===== src/rtl/instruction_fetch_unit.sv =====
// Fetch stage: holds the PC, issues single-outstanding requests to
// instruction memory, registers each returned word with its PC and
// predecoded immediate-format type, and hands it to decode via valid/ready.
// Redirects from execute replace the PC and squash any wrong-path fetch.
// Optional build macro FETCH_ALIGN_CHECK_EN: a misaligned redirect target
// raises fetch_fault and parks the unit until rst or an aligned redirect.
module instruction_fetch_unit #(
  parameter logic [31:0] RESET_PC = 32'h0000_0000,
  parameter logic [31:0] PC_STEP  = 32'd4
) (
  input  logic        clk,
  input  logic        rst,
  output logic        imem_req,
  output logic [31:0] imem_addr,
  input  logic        imem_ack,
  input  logic [31:0] imem_rdata,
  output logic        instr_valid,
  input  logic        instr_ready,
  output logic [31:0] instr_out,
  output logic [31:0] pc_out,
  output logic [2:0]  instr_type,
  input  logic        redirect_valid,
  input  logic [31:0] redirect_target,
  output logic        fetch_fault
);

  typedef enum logic [1:0] {
    FETCH = 2'd0,
    HOLD  = 2'd1,
    DRAIN = 2'd2,
    FAULT = 2'd3
  } state_t;

  state_t      state, state_n;
  logic [31:0] pc, pc_n;
  logic        valid_n;
  logic        fault_n;
  logic        capture;
  logic        ack_ok;
  logic [31:0] tgt;
  logic        misaligned;

  // Map an opcode onto the immediate-generator format encoding.
  function automatic logic [2:0] predecode(input logic [31:0] word);
    logic [2:0] t;
    case (word[6:0])
      7'b0010011, 7'b0000011, 7'b1100111, 7'b1110011: t = 3'b000;
      7'b0100011:                                     t = 3'b001;
      7'b0110011:                                     t = 3'b010;
      7'b0110111, 7'b0010111:                         t = 3'b011;
      7'b1100011:                                     t = 3'b101;
      7'b1101111:                                     t = 3'b110;
      default:                                        t = 3'b111;
    endcase
    return t;
  endfunction

  // An ack only counts while a request is actually outstanding.
  assign ack_ok = imem_ack & imem_req;

`ifdef FETCH_ALIGN_CHECK_EN
  assign tgt        = redirect_target;
  assign misaligned = |redirect_target[1:0];
`else
  assign tgt        = redirect_target & ~32'h3;
  assign misaligned = 1'b0;
`endif

  // Next-state, next-PC and capture decisions; redirect outranks ack/ready.
  always_comb begin
    state_n = state;
    pc_n    = pc;
    valid_n = instr_valid;
    fault_n = fetch_fault;
    capture = 1'b0;
    case (state)
      FETCH: begin
        if (redirect_valid) begin
          pc_n    = tgt;
          valid_n = 1'b0;
          fault_n = misaligned;
          // A request already on the bus must be acked before moving on;
          // the post-reset cycle has no request out, so nothing to drain.
          if (ack_ok || !imem_req) state_n = misaligned ? FAULT : FETCH;
          else                     state_n = DRAIN;
        end else if (ack_ok) begin
          capture = 1'b1;
          valid_n = 1'b1;
          pc_n    = pc + PC_STEP;
          state_n = HOLD;
        end
      end
      HOLD: begin
        if (redirect_valid) begin
          pc_n    = tgt;
          valid_n = 1'b0;
          fault_n = misaligned;
          state_n = misaligned ? FAULT : FETCH;
        end else if (instr_ready) begin
          valid_n = 1'b0;
          state_n = FETCH;
        end
      end
      DRAIN: begin
        if (redirect_valid) begin
          pc_n    = tgt;
          fault_n = misaligned;
        end
        if (ack_ok) state_n = fault_n ? FAULT : FETCH;
      end
      FAULT: begin
        if (redirect_valid) begin
          pc_n    = tgt;
          fault_n = misaligned;
          state_n = misaligned ? FAULT : FETCH;
        end
      end
      default: state_n = FETCH;
    endcase
  end

  // State, PC, memory-request and decode-output registers.
  always_ff @(posedge clk) begin
    if (rst) begin
      state       <= FETCH;
      pc          <= RESET_PC;
      imem_req    <= 1'b0;
      imem_addr   <= RESET_PC;
      instr_valid <= 1'b0;
      instr_out   <= '0;
      pc_out      <= '0;
      instr_type  <= 3'b111;
      fetch_fault <= 1'b0;
    end else begin
      state       <= state_n;
      pc          <= pc_n;
      instr_valid <= valid_n;
      fetch_fault <= fault_n;
      imem_req    <= (state_n == FETCH) || (state_n == DRAIN);
      // DRAIN keeps the old address on the bus until its ack arrives.
      if (state_n == FETCH) imem_addr <= pc_n;
      if (capture) begin
        instr_out  <= imem_rdata;
        pc_out     <= pc;
        instr_type <= predecode(imem_rdata);
      end
    end
  end

endmodule


===== config.mk =====
export PLATFORM = sky130hd
export DESIGN_NAME = instruction_fetch_unit
export DESIGN_NICKNAME = d
export VERILOG_FILES = /design/src/rtl/instruction_fetch_unit.sv
export SDC_FILE = /design/constraint.sdc
export NUM_CORES = 1
export LEC_CHECK = 0
export ABC_AREA = 1
export BUFFER_PORTS_ARGS = -buffer_cell sky130_fd_sc_hd__buf_2
export CAP_MARGIN = 25
export CELL_PAD_IN_SITES_DETAIL_PLACEMENT = 1
export CELL_PAD_IN_SITES_GLOBAL_PLACEMENT = 2
export CORE_ASPECT_RATIO = 0.9
export CORE_MARGIN = 5
export CORE_UTILIZATION = 28
export DETAILED_ROUTE_END_ITERATION = 6
export PLACE_DENSITY = 0.81
export RECOVER_POWER = 50
export SLEW_MARGIN = 15
export SYNTH_ARGS = -nofsm -noshare
export SYNTH_HDL_FRONTEND = slang
export SYNTH_SLANG_ARGS = --single-unit

===== constraint.sdc =====
create_clock -name clk -period 2.11 [get_ports clk]
set_input_delay 0.211 -clock clk [delete_from_list [all_inputs] [get_ports clk]]
set_output_delay 0.211 -clock clk [all_outputs]
set_load 0.02 [all_outputs]

==> results.cfg <==
[critical_path]
worst-setup-path-type = reg -> reg
worstPathRequired_ns = 2.47
path_cells = ha_1, inv_1, nor2_1, nand3_1, nor2_1, nand2_1, nand2_1, nand2_1, nand2_1, nand2_1, a21oi_1
reg2regPathDepth = 11
cpPeakStageDelay_ns = 0.39
timing.critical_path.max_delay_family = simple AND/OR/NAND/NOR gates
critPathSlowestCell = sky130_fd_sc_hd__dfxtp_1
critical_path.endpoint_type = flop
buffers_inverters_on_critical_path = 1
worst_setup_sp_type = flop
timing.critical_path.arrival_ns = 2.23
r2r_end = imem_addr[20]
timing.critical_path.fanout_max = 4
ff2ff_setup_slack_ns = 0.24
path_common_cell = sky130_fd_sc_hd__nand2_1
timing.rr.start = pc[3]

[logic_synthesis]
asyncSetResetFlopFracSynth = 0
ys.flop_type = sky130_fd_sc_hd__dfxtp_1
synth-edff-count = 0
ys_types = 34
post-synth-top-area-fraction = 0.456
synth_area_leaders = sky130_fd_sc_hd__dfxtp_1 46%, sky130_fd_sc_hd__nor2_1 9.7%, sky130_fd_sc_hd__nand2_1 8.5%
postSynthRegisterBits = 136
post_synth.cell_area_avg_um2 = 7.08
post_synth_instance_area_um2 = 5970
synth_nets = 913
yosys_warning_total = 0
synth.yosys.seq_area_share = 0.456
synthesis.instances = 843
synth.largest_area_cell = sky130_fd_sc_hd__dfxtp_1

[placement]
placedCellCount = 1273
dpl.hpwl_mm = 15.2
placement.cell_area_um2 = 7130
buffer_ports.inserted = 168
finalWeightedCongestion = 0.797

[clocking]
cts_tree = done
ctsLongestPathBuffers = 2
clk_pin_slew_ns = 0.07
clock_latency_on_the_worst_skew_pair_ns = 0.43
tritoncts.num_buffers = 17
cts_max_level = 4
post_cts.repair.setup_buffers = 0
cts.root.buffer_cell = sky130_fd_sc_hd__clkbuf_16
cts_sinks = 136

[global_routing]
first_pass_grt_wire_length_mm = 33.3
grt_start_max_net_pins = 65
antenna_found_initial = 2
globalRouteTotalUtil = 0.172
globalRouteOverflowTotal = 0
vias_in_the_first_global_route = 6174

[cells_and_area]
syn2layout_area_growth_pct = 29.0
mostFrequentLayoutCell = sky130_fd_sc_hd__nor2_1
final_core_utilization = 0.369
most_used_cells_in_the_layout_excluding_fill_and_tap_cells = 153 x sky130_fd_sc_hd__nor2_1, 136 x sky130_fd_sc_hd__dfxtp_1, 135 x sky130_fd_sc_hd__nand2_1
design_area_um2 = 7700
final_nets = 1086
layout-drive-gt1-share = 0.138
final_cell_count_no_fill = 1316
n_fill_cell = 2706
multiInputGateArea_um2 = 2740
seq_area_um2 = 2720

[floorplan]
initial_core_utilization = 0.286
chipHeight_um = 149
design.die.area_um2 = 24300
ioPinCount = 171
die_w_um = 164
row_count = 50
floorplan.core_area_um2 = 20900

[route]
wirelength_mm = 20.7
viasPerCell = 4.60
avgRoutedWirePerCell_um = 15.7
drt_drc_violations_left = 0
antenna_left = 0
drt_iter0_drc = 300
vias = 6056
drt_pre_antenna_iters = 6

[timing]
clock_skew_ns = 0.00986
slew_violations = 0
setup_viol_count_final = 0
tns_ns = 0
tightestPinTransition_ns = 0.640
relSlewSlack = 0.573
final_period_minus_worst_setup_slack_ns = 1.87
timing.fmax_mhz = 534
setup_repair_after_global_routing_missed_its_margin = no
fin_crit_sh = 0.887
final_hold_viol_count = 0

[hold_path]
hold_path.startpoint = imem_rdata[31]
min_path_type = in -> reg
timing.hold.worst_path_depth = 3
whs_endpoint = instr_out[31]

[pwr]
pwr_density_cell_nw_per_um2 = 892
irDropWorstVdd_v = 0.000466
power.static_leakage_nw = 3.39

[status]
run_status = complete, no violations

[flow_run]
max-cap-violations = 0
[cell type report]
| class | count | share of cell area |
|---|---|---|
| diodes | 1 | 0.000325 |
| multi-input cells | 582 | 0.356 |
| clock inverters | 14 | 0.0210 |
| clock buffers | 18 | 0.0557 |
| inverters | 82 | 0.0400 |
| well taps | 286 | 0.0465 |
| repair buffers | 197 | 0.127 |
| flip-flops and latches | 136 | 0.353 |
[synth_stat cells, types with 3 or more instances]
| library cell | instances |
|---|---|
| sky130_fd_sc_hd__dfxtp_1 | 136 |
| sky130_fd_sc_hd__clkbuf_1 | 24 |
| sky130_fd_sc_hd__nand4_1 | 8 |
| sky130_fd_sc_hd__a22oi_1 | 12 |
| sky130_fd_sc_hd__a21oi_1 | 70 |
| sky130_fd_sc_hd__nor3_1 | 12 |
| sky130_fd_sc_hd__nor2_1 | 154 |
| sky130_fd_sc_hd__o21ai_1 | 6 |
| sky130_fd_sc_hd__inv_1 | 78 |
| sky130_fd_sc_hd__buf_2 | 11 |
| sky130_fd_sc_hd__o21ai_0 | 83 |
| sky130_fd_sc_hd__buf_1 | 3 |
| sky130_fd_sc_hd__nand2_1 | 135 |
| sky130_fd_sc_hd__buf_6 | 4 |
| sky130_fd_sc_hd__inv_2 | 4 |
| sky130_fd_sc_hd__or2_2 | 5 |
| sky130_fd_sc_hd__nand3_1 | 73 |
| sky130_fd_sc_hd__nor2_2 | 5 |
[how the worst max path moves through the flow]
| stage | to | slack (ns) | startpoint | cells past startpoint |
|---|---|---|---|---|
| after floorplan | imem_addr[7] | 0.50 | imem_req | 9 |
| after global placement | imem_addr[16] | 0.19 | pc[3] | 12 |
| after detailed placement | imem_addr[16] | 0.19 | pc[3] | 12 |
| after CTS | imem_addr[16] | 0.17 | pc[3] | 12 |
| after global routing | imem_addr[18] | 0.01 | pc[3] | 13 |
| final | imem_addr[20] | 0.24 | pc[3] | 11 |
[sequential cells by signal (all words and copies together) (netlist names)]
name,cells
instr_valid,1
pc,32
imem_req,1
fetch_fault,1
instr_out,32
state,2
imem_addr,32
pc_out,32
instr_type,3
[where the power goes]
group	switching, W	internal (W)	leakage [nW]
logic	0.000667	0.000307	1.99
clock network	0.00126	0.00177	0.285
registers	0.000115	0.00274	1.12
total	0.00204	0.00482	3.39
[worst min-delay path, delay by kind of cell]
family | cells | cell delay [ns]
buffers and inverters | 1 | 0.07
AND/OR/NAND/NOR | 2 | 0.11
[cell families after synthesis]
family                     Yosys count  share of synthesized area
DFF                                136                      0.456
buffers and inverters              125                     0.0866
AOI/OAI and AO/OA                  179                      0.161
xor gates and xnor gates             2                    0.00293
adders and majority gates            1                    0.00210
and+or+nand+nor                    400                      0.292
[timing repair]
item,4_1_cts,5_1_grt
hold buffers,9,1
setup endpoints to repair,0,6
endpoints found under the hold margin,9,1
gates resized for setup,0,3
[per-layer routing]
layer / wire length (um) / up-vias / GRT usage
met5: 20 / - / 0
met4: 137 / 2 / 0.0340
met3: 1780 / 8 / 0.0740
met2: 8940 / 131 / 0.260
met1: 9820 / 2818 / 0.230
li1: - / 3097 / -
[stage by stage]
stage | power (W) | setup WS, ns | hold WS [ns]
6_report | 0.00687 | 0.239 | 0.00695
4_1_cts | 0.00700 | 0.174 | 0.000291
3_3_place_gp | 0.00391 | 0.192 | 0.430
2_1_floorplan | 0.00352 | 0.499 | 0.339
5_1_grt | 0.00723 | 0.00956 | 0.00687
3_5_place_dp | 0.00392 | 0.191 | 0.441
(Power assumes the default switching activity.)
